`config.mk`:
```
export PLATFORM = sky130hd
export DESIGN_NAME = aging_dynamic_priority_arbiter_flat
export DESIGN_NICKNAME = d
export VERILOG_FILES = /design/src/rtl/aging_dynamic_priority_arbiter_if.sv /design/src/rtl/aging_dynamic_priority_arbiter.sv /design/src/flat_wrapper.sv
export SDC_FILE = /design/constraint.sdc
export NUM_CORES = 1
export LEC_CHECK = 0
export ABC_AREA = 0
export BUFFER_PORTS_ARGS = -buffer_cell sky130_fd_sc_hd__buf_2
export CAP_MARGIN = 20
export CORE_ASPECT_RATIO = 1.1
export CORE_UTILIZATION = 30
export DETAILED_ROUTE_END_ITERATION = 6
export GPL_TIMING_DRIVEN = 1
export PLACE_DENSITY = 0.56
export SKIP_CTS_REPAIR_TIMING = 1
export SLEW_MARGIN = 10
export SYNTH_ARGS = -nofsm -noshare
export SYNTH_HDL_FRONTEND = slang
export SYNTH_SLANG_ARGS = --single-unit
```
`constraint.sdc`:
```
create_clock -name clk -period 4.6 [get_ports clk]
set_clock_uncertainty 0.2 [all_clocks]
set_input_delay 0.23 -clock clk [delete_from_list [all_inputs] [get_ports clk]]
set_output_delay 0.23 -clock clk [all_outputs]
set_load 0.02 [all_outputs]
```
`src/rtl/aging_dynamic_priority_arbiter_if.sv`:
```
// Request/grant bundle between requesters and the aging dynamic-priority arbiter.
// The arbiter connects through the slave modport; the requester side uses master.
interface aging_dynamic_priority_arbiter_if #(
  parameter int N  = 4,
  parameter int PW = $clog2(N)
);
  logic [N-1:0]         req;
  logic [N*PW-1:0]      prt;
  logic                 done;
  logic                 gnt_valid;
  logic [$clog2(N)-1:0] gnt_idx;
  logic [N-1:0]         gnt_onehot;

  modport master (
    output req, prt, done,
    input  gnt_valid, gnt_idx, gnt_onehot
  );

  modport slave (
    input  req, prt, done,
    output gnt_valid, gnt_idx, gnt_onehot
  );
endinterface

```
`src/rtl/aging_dynamic_priority_arbiter.sv`:
```
// Registered dynamic-priority arbiter with grant hold/release; lowest effective priority wins,
// ties go to the highest index. Define ARB_AGING_EN to build the per-requester aging counters.
module aging_dynamic_priority_arbiter #(
  parameter int N     = 4,
  parameter int PW    = $clog2(N),
  parameter int AGE_W = 4
) (
  input logic                           clk,
  input logic                           rst,
  aging_dynamic_priority_arbiter_if.slave bus
);
  localparam int IW = $clog2(N);
  localparam int EW = (PW > AGE_W) ? PW : AGE_W;

  typedef enum logic {IDLE, BUSY} state_t;

  state_t          state_reg;
  logic            gnt_valid_reg;
  logic [IW-1:0]   gnt_idx_reg;
  logic [N-1:0]    gnt_onehot_reg;

  logic [EW-1:0]   eff [N];
  logic [IW-1:0]   win_idx;
  logic [EW-1:0]   win_eff;

`ifdef ARB_AGING_EN
  logic [AGE_W-1:0] age_reg [N];
`endif

  genvar gi;
  generate
    for (gi = 0; gi < N; gi++) begin : g_eff
      logic [EW-1:0] p_ext;
      assign p_ext = EW'(bus.prt[gi*PW +: PW]);
`ifdef ARB_AGING_EN
      logic [EW-1:0] a_ext;
      assign a_ext   = EW'(age_reg[gi]);
      // Aging pulls the effective priority toward 0, clamped there.
      assign eff[gi] = (p_ext > a_ext) ? (p_ext - a_ext) : '0;
`else
      assign eff[gi] = p_ext;
`endif
    end
  endgenerate

  // Ascending scan with <= lets a later equal candidate take over, so ties go high.
  always_comb begin
    win_idx = '0;
    win_eff = '1;
    for (int i = 0; i < N; i++) begin
      if (bus.req[i] && (eff[i] <= win_eff)) begin
        win_idx = IW'(i);
        win_eff = eff[i];
      end
    end
  end

  always_ff @(posedge clk) begin
    if (rst) begin
      state_reg      <= IDLE;
      gnt_valid_reg  <= 1'b0;
      gnt_idx_reg    <= '0;
      gnt_onehot_reg <= '0;
`ifdef ARB_AGING_EN
      for (int i = 0; i < N; i++) age_reg[i] <= '0;
`endif
    end else begin
      case (state_reg)
        IDLE: begin
          if (|bus.req) begin
            state_reg      <= BUSY;
            gnt_valid_reg  <= 1'b1;
            gnt_idx_reg    <= win_idx;
            gnt_onehot_reg <= N'(1) << win_idx;
`ifdef ARB_AGING_EN
            for (int i = 0; i < N; i++) begin
              if (!bus.req[i] || (IW'(i) == win_idx))
                age_reg[i] <= '0;
              else if (age_reg[i] != '1)
                age_reg[i] <= age_reg[i] + AGE_W'(1);
            end
`endif
          end
        end
        BUSY: begin
          // Owner either signals completion or drops its request.
          if (bus.done || !bus.req[gnt_idx_reg]) begin
            state_reg      <= IDLE;
            gnt_valid_reg  <= 1'b0;
            gnt_onehot_reg <= '0;
          end
        end
        default: state_reg <= IDLE;
      endcase
    end
  end

  assign bus.gnt_valid  = gnt_valid_reg;
  assign bus.gnt_idx    = gnt_idx_reg;
  assign bus.gnt_onehot = gnt_onehot_reg;
endmodule

```
`src/flat_wrapper.sv`:
```
// flat-port wrapper written by rule: the top's interface ports become plain ports
module aging_dynamic_priority_arbiter_flat 
#(
  parameter int N     = 4,
  parameter int PW    = $clog2(N),
  parameter int AGE_W = 4
)
  (clk, rst, bus_req, bus_prt, bus_done, bus_gnt_valid, bus_gnt_idx, bus_gnt_onehot);
  aging_dynamic_priority_arbiter_if #(.N(N), .PW(PW)) bus_i ();
  input logic clk;
  input logic rst;
  input wire logic [$bits(bus_i.req)-1:0] bus_req;
  input wire logic [$bits(bus_i.prt)-1:0] bus_prt;
  input wire logic [$bits(bus_i.done)-1:0] bus_done;
  output wire logic [$bits(bus_i.gnt_valid)-1:0] bus_gnt_valid;
  output wire logic [$bits(bus_i.gnt_idx)-1:0] bus_gnt_idx;
  output wire logic [$bits(bus_i.gnt_onehot)-1:0] bus_gnt_onehot;
  assign bus_i.req = bus_req;
  assign bus_i.prt = bus_prt;
  assign bus_i.done = bus_done;
  assign bus_gnt_valid = bus_i.gnt_valid;
  assign bus_gnt_idx = bus_i.gnt_idx;
  assign bus_gnt_onehot = bus_i.gnt_onehot;
  aging_dynamic_priority_arbiter #(.N(N), .PW(PW), .AGE_W(AGE_W)) u_core (.clk(clk), .rst(rst), .bus(bus_i));
endmodule
```
Yosys cells after proc, flatten, opt, wreduce, memory -nomap -nowiden
Cells that the tools add are included.
{"block": "totals", "reg_bits": 8, "in_bits": 15, "elab_cells": 39}
{"block": "op_classes", "order_cmp": 5, "n_eq_ne": 2, "shift": 1, "mux": 17, "bitwise": 1, "n_reduce_logical": 9}
{"operator": "$mux W4", "n": 5}
{"operator": "$le A2 B4 Y1", "n": 3}
{"operator": "$pmux W4 S2", "n": 1}
{"operator": "$mux W1", "n": 6}
{"operator": "$le A2 B4 Y1 const B", "n": 1}
{"operator": "$logic_and A1 B1 Y1", "n": 4}
{"operator": "$mux W2", "n": 2}
{"operator": "$pmux W1 S2", "n": 2}
{"operator": "$reduce_and A2 Y1", "n": 2}
{"operator": "$reduce_or A4 Y1", "n": 1}
{"operator": "$shl A1 B2 Y4 const A", "n": 1}
{"operator": "$lt A2 B3 Y1 const B", "n": 1}
{"operator": "$bmux W1 S2", "n": 1}
{"operator": "$ne A2 B1 Y1 const B", "n": 1}
{"operator": "$ne A2 B2 Y1 const B", "n": 1}
{"operator": "$logic_not A1 Y1", "n": 1}
{"operator": "$logic_or A1 B1 Y1", "n": 1}
{"operator": "$not A1 Y1", "n": 1}

Depth between registers and ports, before layout
Gate-level depths: netlist of run 1.
{"block": "depth", "word_depth": 15, "ltp_mapped": 17}

Least setup slack after synthesis of run 1
No wires, ideal clock.
{"block": "synth_path", "path_type": "in2reg", "startpoint": "input bus_req[0]", "endpoint": "register u_core.gnt_onehot_reg[0] (netlist: u_core.bus.gnt_onehot[0])", "setup_ns": 0.117, "arrival_time_ns": 3.309, "path_slack_ns": 0.974, "path_stages": 16, "path_cell_list": "or2b_1 > ha_1 > a21bo_2 > a21o_1 > a31oi_1 > inv_1 > ha_1 > nor2b_1 > o221a_2 > nand2b_1 > mux2i_1 > ha_1 > nor2b_1 > o21ai_1 > nor3_1 > a32o_1"}
{"block": "synth_between", "elab_chain_cells": 14}
{"element": "start: declaration", "line": "flat_wrapper.sv:12", "text": "input wire logic [$bits(bus_i.req)-1:0] bus_req;"}
{"element": "$logic_and A1 B1 Y1", "line": "aging_dynamic_priority_arbiter.sv:51", "text": "if (bus.req[i] && (eff[i] <= win_eff)) begin"}
{"element": "$mux W4", "line": "aging_dynamic_priority_arbiter.sv:51"}
{"element": "$le A2 B4 Y1", "line": "aging_dynamic_priority_arbiter.sv:51"}
{"element": "$logic_and A1 B1 Y1", "line": "aging_dynamic_priority_arbiter.sv:51"}
{"element": "$mux W4", "line": "aging_dynamic_priority_arbiter.sv:51"}
{"element": "$le A2 B4 Y1", "line": "aging_dynamic_priority_arbiter.sv:51"}
{"element": "$logic_and A1 B1 Y1", "line": "aging_dynamic_priority_arbiter.sv:51"}
{"element": "$mux W4", "line": "aging_dynamic_priority_arbiter.sv:51"}
{"element": "$le A2 B4 Y1", "line": "aging_dynamic_priority_arbiter.sv:51"}
{"element": "$logic_and A1 B1 Y1", "line": "aging_dynamic_priority_arbiter.sv:51"}
{"element": "$mux W2", "line": "aging_dynamic_priority_arbiter.sv:51"}
{"element": "$shl A1 B2 Y4", "line": "aging_dynamic_priority_arbiter.sv:74", "text": "gnt_onehot_reg <= N'(1) << win_idx;"}
{"element": "$mux W4", "line": "aging_dynamic_priority_arbiter.sv:70", "text": "if (|bus.req) begin"}
{"element": "$pmux W4 S2", "line": "aging_dynamic_priority_arbiter.sv:68", "text": "case (state_reg)"}
{"element": "end signal: assignment", "line": "aging_dynamic_priority_arbiter.sv:74"}
{"element": "end: declaration", "line": "aging_dynamic_priority_arbiter.sv:20", "text": "logic [N-1:0] gnt_onehot_reg;"}
Several ways; a longest one is shown, not always the timed one. The select of a mux whose other input is x is not followed.
A chain may end at the register's enable or synchronous reset.

Worst setup path after layout of run 1
Same ends and word-level chain as after synthesis.

==> results by group, run 1 <==
Run status
  • Status: complete, no violations

Clock tree
  • TritonCTS clock tree: done
  • Root Driver: clkbuf_4
  • TritonCTS Sinks: 8
  • H-tree lvl count: 1
  • Worst-Skew Late Latency: 250 ps
  • CTS max path bufs: 2
  • Clock transition at the registers of the reported paths: 50 ps
  • Cts bufs inserted: 3

Global routing
  • Initial antenna violation count: 0
  • Grt total ovfl: 0
  • Vias in the first global route: between 500 and 600
  • GRT Total Usage: between 10% and 20%
  • First-pass GRT wire length: 2350 um
  • Largest net degree at the start of global routing: 13

Power and ir drop
  • Combinational fraction of design power: a little over a third
  • Share of power burned in registers: around two fifths
  • Net Sw Power: 67.9 uW
  • PwrDens: 267 mW/mm2
  • Switching Fraction: 32.6%
  • Internal power: 141 uW
  • VDD IR max: ~170 uV
  • Leak pwr: 0.000379 uW
  • Clock power frac: 24.5%

Synth
  • Area leader, netlist: dfxtp_1
  • Area contributors post-synth: dfxtp_1 (26%), ha_1 (12%), a221oi_1 (7.0%)
  • Synth cell types: 32
  • Post-Syn Nets: 94
  • Warnings, synthesis: 0
  • Post-synth EDFFs: 0
  • Post-synthesis cell count: between 70 and 80
  • Synth top area share: 25.7%
  • Flop and latch count out of synthesis: 8
  • Register area share after synthesis: around a quarter
  • Synth Area per Inst: 8.55 um2
  • Synth Cell Area: between 600 and 700 um2
  • Primary FF master, synth: dfxtp_1
  • Synth cell count leaders: inv_1 (11), dfxtp_1 (8), ha_1 (6)
  • Most frequent cell after synthesis: inv_1
  • Ys async rst share: 0%

Cells and area
  • Final Net Count: 119
  • Layout area overhead: 25.1%
  • Number of diodes: 0
  • Layout fillers: 206
  • Final core occ: 41.9%
  • Largest register FFs: 4
  • Final cell count without fillers: 123
  • Share of cells above drive strength 1: 32.3%

Critical path
  • Slowest stage delay, CP: 280 ps
  • CP delay by family, top: compound AO/OA/AOI/OAI gates
  • Slowest cell on the critical path: ha_1
  • Critical Path RT: 4540 ps
  • CP cell instances: buf_2, or2b_1, ha_1, a21bo_2, a21o_1, a31oi_1, inv_1, ha_1, nor2b_1, o221a_2, nand2b_1, mux2i_1, ha_1, nor2b_1, o21ai_1, nor3_1, a32o_1
  • Startpoint Class: primary input
  • Critical path class: in2reg
  • Critical Path AT: between 3000 and 4000 ps
  • Crit end category: flop
  • Cell mode on critical path: ha_1
  • CP Max Fanout: 7
  • WP buf/inv: 2

Detailed routing
  • Total number of vias: 591
  • Initial DRC Count: 11
  • Vias per Instance: 4.80
  • Final wirelength: between 1000 and 1500 um
  • DRC violations left: 0
  • Wirelength per Cell: 10.9 um
  • Final antenna-violating net count: 0
  • First-pass detailed-route iteration total: 4

Placement
  • Inst Count DP: 120
  • DP HPWL: 1120 um
  • Number of port buffers: 21
  • Gpl congestion: about 0.76

Timing
  • Setup TNS: 0 ps
  • Relative slew slack: about four fifths
  • RSZ-0062 raised after global routing: no
  • Minimum clock period: 3840 ps
  • Max Clk Rate: 260 MHz
  • Final setup fails: 0
  • Worst Max-Slew Pin Slew: 325 ps
  • Tcrit/Tclk final: around 83%
  • Final hold vios: 0
  • Slew Viols, Final: 0

Min path
  • HP Class: in2reg

Die
  • Top-level I/O count: 22
  • Cell Rows: 16
  • Core area: 0.00186 mm2
  • Die span in y: 49.8 um
  • Die Wd: between 40 and 50 um
  • Die ar.: 0.00227 mm2
  • Initial Utilization: 33.5%

Run
  • MaxCap Viol Count: 0
[cells in the final DEF, fill, tap and decap left out, types with 3 or more instances in the layout]
cell type,count
buf_2,21
inv_1,11
dfxtp_1,8
ha_1,6
a221oi_1,5
nor3_1,4
nand2b_1,3
nor2b_1,3
clkbuf_4,3
[worst paths after layout]
path                                          startpoint  cells past startpoint                       end  slack, ps
worst min-delay path                                 rst                      2          u_core.state_reg         40
worst max register to register     u_core.bus.gnt_idx[0]                      4  u_core.bus.gnt_onehot[2]       2820
worst min register to register  u_core.bus.gnt_onehot[3]                      1  u_core.bus.gnt_onehot[3]        270
worst max-delay path                          bus_req[0]                     17  u_core.bus.gnt_onehot[0]        760
[layer usage]
metal	routed length [um]	global-route usage [%]	up-vias
met4	0	4.55	0
li1	-	-	322
met1	664	18.9	255
met2	620	20.0	14
met5	0	0	-
met3	58	5.49	0
[power groups by stage]
stage | Combinational [uW] | Sequential [uW] | Clock [uW]
floorplan | 44.6 | 91.0 | 0
global placement | 74.2 | 84.1 | 0
detailed placement | 74.7 | 84.4 | 0
CTS | 75.1 | 82.9 | 54.5
global route | 83.5 | 84.2 | 58.4
finish | 74.6 | 82.9 | 51.1
[final cells by class]
class	instances	area, um2	share of cell area, %
Clock buffer	3	22.5	2.88
Inverter	11	41.3	5.29
Multi-Input combinational cell	53	418	53.5
Sequential cell	8	160	20.5
Tap cell	27	33.8	4.33
Timing Repair Buffer	21	105	13.5
[cell families after synthesis]
| kind of cell | after synthesis | share of synthesized area, % |
|---|---|---|
| AOI/OAI and AO/OA | 21 | 27.5 |
| adders and majority gates | 6 | 12.0 |
| buffers and inverters | 12 | 7.41 |
| DFF | 8 | 25.7 |
| muxes | 4 | 6.81 |
| and+or+nand+nor | 22 | 20.6 |
[worst reg2reg max path: stages (launching register included)]
cell       delay [ps]
dfxtp_1           390
mux2_2            360
a2bb2oi_1         310
a21oi_2           140
a22o_2            270
[through the flow]
step / hold slack [ps] / worst slack [ps] / total power (uW) / cell area (um2)
floorplan: 99.1 / 974 / 136 / 624
global placement: 246 / 529 / 158 / 758
detailed placement: 254 / 505 / 159 / 758
CTS: 26.0 / 759 / 213 / 781
global route: 43.8 / 529 / 226 / 781
finish: 43.1 / 760 / 209 / 781
(Power assumes the default switching activity.)
==> run 2, diff against run 1 <==
- PLACE_DENSITY: 0.56 -> 0.58
- clock period: 4.6 -> 3.4 ns (I/O delays scaled with it)
==> run 2 against run 1 <==
  * The flow now finishes with violations (setup timing)
  * Global-route usage decreased by 0.10 points
  * First-iteration DRC count is 73% lower
  * Combinational power is 110% higher
  * Design area up 29%
  * Worst setup slack worse by 780 ps
  * Core utilization up 12 points
  * Total power up 60%
  * Non-clock buffer count up 10
  * Clock-buffer cell count did not move
==> results by group, run 2 (synthesis gave the netlist of run 1 again) <==
Clock tree
  • Cts bufs inserted: 3 (unchanged)
  • Root Driver: clkbuf_4
  • Worst-Skew Late Latency: 240 ps (about the same)
  • TritonCTS Sinks: 8 (unchanged)
  • CTS max path bufs: 2 (unchanged)
  • H-tree lvl count: 1 (unchanged)
  • TritonCTS clock tree: done
  • Clock transition at the registers of the reported paths: 50 ps (about the same)

Cells and area
  • Final Net Count: 129 (+8.4%)
  • Design area: 0.00101 mm2 (+29%)
  • Largest register FFs: 4 (unchanged)
  • Layout area overhead: 61.9%
  • Number of diodes: 0 (unchanged)
  • Most frequent cells in the layout: buf_2 (19), inv_1 (9), buf_4 (9)
  • Final core occ: 54.3% (+12 points)
  • Commonest non-fill, non-tap cell in the layout: buf_2
  • Share of cells above drive strength 1: 51.9% (+20 points)

Global routing
  • First-pass GRT wire length: 2360 um (+0.55%)
  • GRT Total Usage: 13.9% (-0.10 points)
  • Largest net degree at the start of global routing: 13 (unchanged)
  • Grt total ovfl: 0 (unchanged)
  • Vias in the first global route: 583 (+6.4%)
  • Initial antenna violation count: 0 (unchanged)

Die
  • Top-level I/O count: 22 (unchanged)
  • Die span in y: 49.8 um (unchanged)
  • Die ar.: 0.00227 mm2 (unchanged)
  • Die Wd: 45.5 um (unchanged)
  • Cell Rows: 16 (unchanged)
  • Initial Utilization: 33.5% (unchanged)
  • Core area: 0.00186 mm2 (unchanged)

Detailed routing
  • First-pass detailed-route iteration total: 2 (-2)
  • Initial DRC Count: 3 (-8)
  • Wirelength per Cell: 11.0 um (+0.33%)
  • DRC violations left: 0 (unchanged)
  • Final antenna-violating net count: 0 (unchanged)
  • Total number of vias: 654 (+11%)
  • Final wirelength: 1460 um (+8.5%)
  • Vias per Instance: 4.92 (+2.3%)

Critical path
  • Critical Path AT: 3350 ps (-430 ps)
  • Slowest cell on the critical path: ha_1
  • Startpoint Class: primary input
  • Critical Path RT: 3340 ps (-1200 ps)
  • CP Max Fanout: 4 (-3)
  • CP cell instances: buf_6, or2b_1, ha_1, a21bo_4, a21o_1, a31oi_4, inv_2, ha_4, nor2b_1, o221a_2, nand2b_4, mux2i_1, ha_1, nor2b_4, o21ai_4, nor3_2, a32o_1
  • Critical path class: in2reg
  • Slowest stage delay, CP: 320 ps (+40 ps)
  • Crit end category: flop
  • Cell mode on critical path: ha_1

Timing
  • Relative slew slack: 61.5% (-17 points)
  • RSZ-0062 raised after global routing: yes
  • Final WS setup: -16.0 ps (-776 ps)
  • Slew Viols, Final: 0 (unchanged)
  • Minimum clock period: 3420 ps
  • Max Clk Rate: 293 MHz
  • Final setup fails: 3 (+3)
  • Worst Max-Slew Pin Slew: 573 ps (+248 ps)
  • Tcrit/Tclk final: 100%
  • Final hold vios: 0 (unchanged)

Run
  • MaxCap Viol Count: 0 (unchanged)

Placement
  • Number of port buffers: 21 (unchanged)
  • DP HPWL: 1150 um (+2.7%)
  • Gpl congestion: 0.756 (-0.12%)
  • Placed cell areas: 835 um2 (+10%)

Power and ir drop
  • Leak pwr: 0.000458 uW (+21%)
  • VDD IR max: 261 uV (+57%)
  • PwrDens: 330 mW/mm2 (+23%)

Run status
  • Failing checks: setup timing
  • Status: finished, violations left

Min path
  • HP Class: in2reg
-- run 2: report_power, final --
part           leakage, uW  total [uW]  internal (uW)  switching [uW]
Sequential       0.0000661         113            104            8.76
Combinational     0.000378         153           78.4            74.6
Clock            0.0000138        68.0           40.1            27.9
Total             0.000458         334            222             111
-- run 2: area by class of cell --
class | instances | area [um2]
clock buffer | 3 | 22.5
tap | 27 | 33.8
fill | 190 | 851
sequential | 8 | 160
multi-input combinational | 53 | 558
timing repair buffer | 31 | 195
inverter | 11 | 41.3
-- run 2: path summary, 6_finish.rpt --
kind / depth (start not counted) / endpoint / from / slack, ps
setup / recovery: 17 / u_core.bus.gnt_onehot[0] / bus_prt[0] / -20
hold / removal: 3 / u_core.bus.gnt_onehot[3] / bus_req[3] / 100
setup reg to reg: 4 / u_core.bus.gnt_onehot[2] / u_core.bus.gnt_idx[0] / 1650
hold reg to reg: 1 / u_core.bus.gnt_onehot[3] / u_core.bus.gnt_onehot[3] / 250
-- run 2: per-layer routing --
layer,wire length (um),global-route usage [%]
met1,702,17.5
met2,680,22.6
met3,74,6.59
met4,0,0
met5,0,0
-- run 2: metrics by stage --
stage	setup slack [ps]	cells	power, uW	hold WS [ps]	TNS, ps
6_report	-16.0	133	334	100	-27.9
5_1_grt	-130	133	363	99.0	-580
4_1_cts	-96.8	130	303	-37.0	-306
3_5_place_dp	-323	127	233	225	-1610
3_3_place_gp	-302	127	231	227	-1540
2_1_floorplan	-11.5	73	191	39.1	-23.0
-- run 2: critical path: cells and delay by family --
family | cells | cell delay, ps
simple gates | 5 | 720
buf+inv | 2 | 160
fa+ha+maj | 3 | 860
mux | 1 | 120
compound gates | 6 | 1310
